$ cat src/rtl/uart_cmd_rx.sv
// UART 8N1 receiver plus header/addr/data/checksum command-frame parser.
// Emits a one-cycle cmd_valid per good frame and frame_err per bad one.
module uart_cmd_rx #(
    parameter int          CLK_FRE      = 50,
    parameter int          UART_RATE    = 115200,
    parameter logic [7:0]  HEADER       = 8'hA5,
    parameter int          TIMEOUT_BITS = 20
) (
    input  logic       clk,
    input  logic       rst,
    input  logic       uart_rx,
    output logic       cmd_valid,
    output logic [7:0] cmd_addr,
    output logic [7:0] cmd_data,
    output logic       frame_err
);

    localparam int BIT  = CLK_FRE * 1_000_000 / UART_RATE;
    localparam int HALF = BIT / 2;
    localparam int TMO  = TIMEOUT_BITS * BIT;
    localparam int BW   = $clog2(BIT + 1);
    localparam int TW   = $clog2(TMO + 1);

    localparam logic [BW-1:0] BIT_END  = BW'(BIT - 1);
    localparam logic [BW-1:0] HALF_END = BW'(HALF - 1);
    localparam logic [TW-1:0] TMO_END  = TW'(TMO - 1);

    typedef enum logic [1:0] {
        S_IDLE,
        S_START,
        S_DATA,
        S_STOP
    } bstate_t;

    typedef enum logic [1:0] {
        P_HDR,
        P_ADDR,
        P_DATA,
        P_SUM
    } pstate_t;

    logic          rx_m;
    logic          rx_s;
    logic [1:0]    settle;
    logic          armed;

    bstate_t       st;
    bstate_t       st_nx;
    logic [BW-1:0] bcnt;
    logic [2:0]    bidx;
    logic [7:0]    shreg;
    logic          bit_end;
    logic          half_end;
    logic          byte_stb;
    logic          stop_err;

    pstate_t       pst;
    pstate_t       pst_nx;
    logic [7:0]    addr_q;
    logic [7:0]    data_q;
    logic [7:0]    sum;
    logic [TW-1:0] gap;
    logic          timeout;
    logic          good_nx;
    logic          err_nx;

    always_ff @(posedge clk or posedge rst) begin
        if (rst) begin
            rx_m <= 1'b1;
            rx_s <= 1'b1;
        end else begin
            rx_m <= uart_rx;
            rx_s <= rx_m;
        end
    end

    // The synchroniser resets high, so only trust an idle line once it has flushed.
    always_ff @(posedge clk or posedge rst) begin
        if (rst) begin
            settle <= 2'd0;
            armed  <= 1'b0;
        end else begin
            if (settle != 2'd3)
                settle <= settle + 2'd1;
            if (settle == 2'd3 && rx_s)
                armed <= 1'b1;
        end
    end

    assign bit_end  = (bcnt == BIT_END);
    assign half_end = (bcnt == HALF_END);

    always_ff @(posedge clk or posedge rst) begin
        if (rst)
            st <= S_IDLE;
        else
            st <= st_nx;
    end

    always_comb begin
        st_nx = st;
        unique case (st)
            S_IDLE:  if (armed && !rx_s) st_nx = S_START;
            S_START: if (half_end) st_nx = rx_s ? S_IDLE : S_DATA;
            S_DATA:  if (bit_end && bidx == 3'd7) st_nx = S_STOP;
            S_STOP:  if (bit_end) st_nx = S_IDLE;
            default: st_nx = S_IDLE;
        endcase
    end

    always_comb begin
        byte_stb = 1'b0;
        stop_err = 1'b0;
        if (st == S_STOP && bit_end) begin
            byte_stb = rx_s;
            stop_err = !rx_s;
        end
    end

    always_ff @(posedge clk or posedge rst) begin
        if (rst) begin
            bcnt  <= '0;
            bidx  <= 3'd0;
            shreg <= 8'd0;
        end else begin
            if (st != st_nx || (st == S_DATA && bit_end))
                bcnt <= '0;
            else if (st != S_IDLE)
                bcnt <= bcnt + 1'b1;
            if (st == S_START)
                bidx <= 3'd0;
            else if (st == S_DATA && bit_end)
                bidx <= bidx + 3'd1;
            if (st == S_DATA && bit_end)
                shreg <= {rx_s, shreg[7:1]};
        end
    end

    assign sum     = HEADER + addr_q + data_q;
    assign timeout = (pst != P_HDR) && (gap == TMO_END);

    always_ff @(posedge clk or posedge rst) begin
        if (rst)
            pst <= P_HDR;
        else
            pst <= pst_nx;
    end

    // A byte landing on the timeout cycle wins over the timeout.
    always_comb begin
        pst_nx = pst;
        if (stop_err) begin
            pst_nx = P_HDR;
        end else if (byte_stb) begin
            unique case (pst)
                P_HDR:   if (shreg == HEADER) pst_nx = P_ADDR;
                P_ADDR:  pst_nx = P_DATA;
                P_DATA:  pst_nx = P_SUM;
                P_SUM:   pst_nx = P_HDR;
                default: pst_nx = P_HDR;
            endcase
        end else if (timeout) begin
            pst_nx = P_HDR;
        end
    end

    always_comb begin
        good_nx = byte_stb && pst == P_SUM && shreg == sum;
        err_nx  = stop_err || (byte_stb && pst == P_SUM && shreg != sum);
    end

    always_ff @(posedge clk or posedge rst) begin
        if (rst) begin
            addr_q    <= 8'd0;
            data_q    <= 8'd0;
            gap       <= '0;
            cmd_valid <= 1'b0;
            frame_err <= 1'b0;
            cmd_addr  <= 8'd0;
            cmd_data  <= 8'd0;
        end else begin
            if (byte_stb && pst == P_ADDR)
                addr_q <= shreg;
            if (byte_stb && pst == P_DATA)
                data_q <= shreg;
            if (pst == P_HDR || byte_stb)
                gap <= '0;
            else if (!timeout)
                gap <= gap + 1'b1;
            cmd_valid <= good_nx;
            frame_err <= err_nx;
            if (good_nx) begin
                cmd_addr <= addr_q;
                cmd_data <= data_q;
            end
        end
    end

endmodule

$ cat config.mk
export PLATFORM = sky130hd
export DESIGN_NAME = uart_cmd_rx
export DESIGN_NICKNAME = d
export VERILOG_FILES = /design/src/rtl/uart_cmd_rx.sv
export SDC_FILE = /design/constraint.sdc
export NUM_CORES = 1
export LEC_CHECK = 0
export ABC_AREA = 1
export BUFFER_PORTS_ARGS = -buffer_cell sky130_fd_sc_hd__buf_4
export CORE_MARGIN = 2
export CORE_UTILIZATION = 40
export DETAILED_ROUTE_END_ITERATION = 16
export GPL_TIMING_DRIVEN = 0
export PLACE_DENSITY = 0.6
export SYNTH_ARGS = -nofsm -noshare
export SYNTH_HDL_FRONTEND = slang
export SYNTH_SLANG_ARGS = --single-unit
$ cat constraint.sdc
create_clock -name clk -period 2.6 [get_ports clk]
set_input_delay 0.13 -clock clk [delete_from_list [all_inputs] [get_ports clk]]
set_output_delay 0.13 -clock clk [all_outputs]
set_load 0.005 [all_outputs]
==> metrics.yaml <==
outcome:
  outcome: "finished clean"
global_routing:
  grt.overflow.total: 0
  grt_antenna_before_repair: 0
  grt_first_pass_wirelength_mm: 15.0
  track_usage_pct: 16.2
  grt_max_degree: 53
  grt_pass1_vias: 3362
setup_path:
  critPathLaunchType: "flip-flop"
  crit_type: "reg -> reg"
  critPathMaxFanout: 10
  ff2ff_setup_slack_ps: 200
  crit_start: "addr_q[1]"
  end_kind: "flip-flop"
  critPathRequiredTime_ps: 2840
  worst_ep_arrival_time_ps: 2640
  rr_startpoint: "addr_q[1]"
routing:
  remaining_drc_errors: 0
  routed_wl_mm: 8.29
  drtIter0Drc: 131
  via_per_inst: 4.87
  drtAntennaViolNets: 0
  wl_per_cell_um: 11.9
  drt_pass1_iterations: 4
  vias: 3402
die:
  die_y_um: 107
  die_x_um: 107
  core.rowCount: 37
  num_io_pins: 21
  die_area_um2: 11400
  start_util_pct: 41.1
  coreArea_um2: 10300
pwr:
  seq_power_share_pct: 53.4
  swShare_pct: 26.4
  power_switching_uw: 653
  p_int_mw: 1.82
  leakagePower_nw: 2.41
  pwr_density_cell_nw_per_um2: 502
  ir_drop_mv: 0.341
  pwr-share-clk_pct: 37.6
  finalPower_mw: 2.47
  comb_power_share_pct: 9.0
cells_and_area:
  area_growth_pct: 16.0
  n_fill_cell: 1036
  drive_above_1_share_pct: 14.6
  diodes: 0
  fin_nets: 586
  final_util_pct: 47.7
sta:
  period_share_pct: 92.4
  hold_viol_final: 0
  timing.slew.headroom_pct: 64.8
  period_minus_slack_ps: 2400
  rsz0062_at_grt: "no"
  fmax_ghz: 0.416
  tightest_slew_ps: 523
  final_max_slew_viol_count: 0
  setup_violations: 0
  skew_ps: 8.54
placement:
  portBuffers: 20
  hpwl_mm: 6.10
  gp_congestion: 0.846
yosys:
  synth_warnings: 0
  ys.flop_type: "dfrtp_1"
  syn_avg_cell_area_um2: 8.19
  syn_area_um2: 4240
  async_flop_share_pct: 100
  synthesis.nets: 546
  synth_cell_types: 35
  ys_ff_latch: 77
  yosysSeqAreaShare_pct: 45.5
  synth_edf_count: 0
  synthCells: 518
clock_tree:
  clkSinkCount: 77
  cts_made_buffers: 9
  clkTransAtPathRegs_ps: 80
  clockBufferDepth: 2
  clk_latency_ps: 350
  ctsHtreeMaxLevel: 3
  root_buffer: "clkbuf_8"
  cts_tree: "yes"
run:
  cap_violations: 0
min_path:
  hold_class: "in -> async"
-- kinds of logic (layout without fill, tap and decap cells) --
family | Yosys count | in the layout | share of synthesized area (%)
AOI/OAI and AO/OA | 57 | 57 | 6.87
xor gates and xnor gates | 14 | 14 | 2.89
adders and majority gates | 25 | 25 | 7.55
buffers and inverters | 84 | 129 | 7.84
DFF | 77 | 77 | 45.5
muxes | 1 | 1 | 0.265
and+or+nand+nor | 260 | 260 | 29.1
-- per-stage QoR --
step           TNS [ps]  hold slack [ps]  std cells  setup WS, ps  area [um2]
5_1_grt               0              337        699          4.55        4920
2_1_floorplan         0              134        518           234        4240
3_3_place_gp     -35710              239        674          -479        4560
6_report              0              303        699           198        4920
3_5_place_dp       -355              140        675         -51.4        4590
4_1_cts               0              315        693          4.88        4820
-- routing by layer --
layer,vias to the layer above,share of wire (%),track usage [%]
met5,-,0,0
met4,0,1.5,5.01
met3,10,2.3,2.55
met2,40,47,28.4
met1,1595,49,20.5
li1,1757,-,-
-- final timing paths --
path | to | cells past startpoint
hold reg to reg | rx_s | 0
hold / removal | gap[5] | 3
setup reg to reg | cmd_data[4] | 14
setup / recovery | cmd_data[4] | 14
max in group asynchronous | cmd_data[6] | 4
min in group clk | rx_s | 0
-- sequential cells by signal, indices dropped and copies added (netlist names), 3 cells and up --
| signal | cells |
|---|---|
| bcnt | 9 |
| cmd_data | 8 |
| shreg | 8 |
| addr_q | 8 |
| data_q | 8 |
| bidx | 3 |
| gap | 14 |
| cmd_addr | 8 |
-- cell type report --
cell class / count / area, um2 / area share, %
clock inverter: 5 / 58.8 / 1.20
timing repair buffer: 29 / 255 / 5.19
multi-input combinational: 357 / 2030 / 41.2
clock buffer: 11 / 141 / 2.87
tap: 136 / 170 / 3.46
buffer: 8 / 51.3 / 1.04
inverter: 76 / 288 / 5.85
sequential: 77 / 1930 / 39.2
-- placed cells by master (no fill, tap or decap), drive strengths merged, types with 9 or more instances in the layout --
cell    count
nand3      30
inv        77
xor2        9
buf        32
nand2     148
nor3       10
clkbuf     14
dfrtp      75
nand4      27
o21ai      40
ha         24
a21oi      15
nor2       37
-- power groups by stage --
| stage | sequential, mW | clock [mW] | combinational [mW] |
|---|---|---|---|
| 2_1_floorplan | 1.33 | 0 | 0.179 |
| 3_3_place_gp | 1.34 | 0 | 0.214 |
| 3_5_place_dp | 1.34 | 0 | 0.224 |
| 4_1_cts | 1.32 | 0.958 | 0.228 |
| 5_1_grt | 1.33 | 1.00 | 0.264 |
| 6_report | 1.32 | 0.930 | 0.222 |
-- synthesized netlist by cell type (2+ instances only) --
| cell | instances | area [um2] |
|---|---|---|
| clkbuf_1 | 3 | 11.3 |
| nand4_1 | 27 | 169 |
| xor2_1 | 9 | 78.8 |
| nor2_1 | 34 | 128 |
| o21ai_0 | 22 | 110 |
| nor3_1 | 7 | 35.0 |
| inv_2 | 5 | 18.8 |
| nand2_2 | 4 | 25.0 |
| nor4_1 | 3 | 18.8 |
| nand2_1 | 143 | 537 |
| xnor2_1 | 5 | 43.8 |
| nand3_1 | 25 | 125 |
| nand3b_1 | 2 | 15.0 |
| buf_2 | 2 | 10.0 |
| inv_1 | 71 | 267 |
| buf_4 | 2 | 15.0 |
| a21oi_1 | 15 | 75.1 |
| nand3_2 | 3 | 30.0 |
| nor3_2 | 3 | 30.0 |
| nor2_8 | 2 | 40.0 |
| dfrtp_1 | 75 | 1880 |
| nand3_4 | 2 | 35.0 |
| dfstp_2 | 2 | 52.6 |
| o21ai_1 | 18 | 90.1 |
| ha_1 | 24 | 300 |
-- timing repair --
action,CTS,global route
hold buffers,2,0
endpoints found under the hold margin,24,0
setup endpoints to repair,10,15
pin swaps,0,4
buffers inserted,0,6
gates resized for setup,2,10
-- critical path, stage by stage, from the launching register on --
cell	delay (ps)
dfrtp_1	430
ha_4	260
ha_4	170
fa_2	430
nand2_2	90
inv_1	40
nor2_1	80
nand2_1	70
nand2_2	90
nand2_4	70
nor2_8	170
nand3_4	120
buf_6	160
nand2_1	60
nand2_1	40
(Power assumes the default switching activity.)
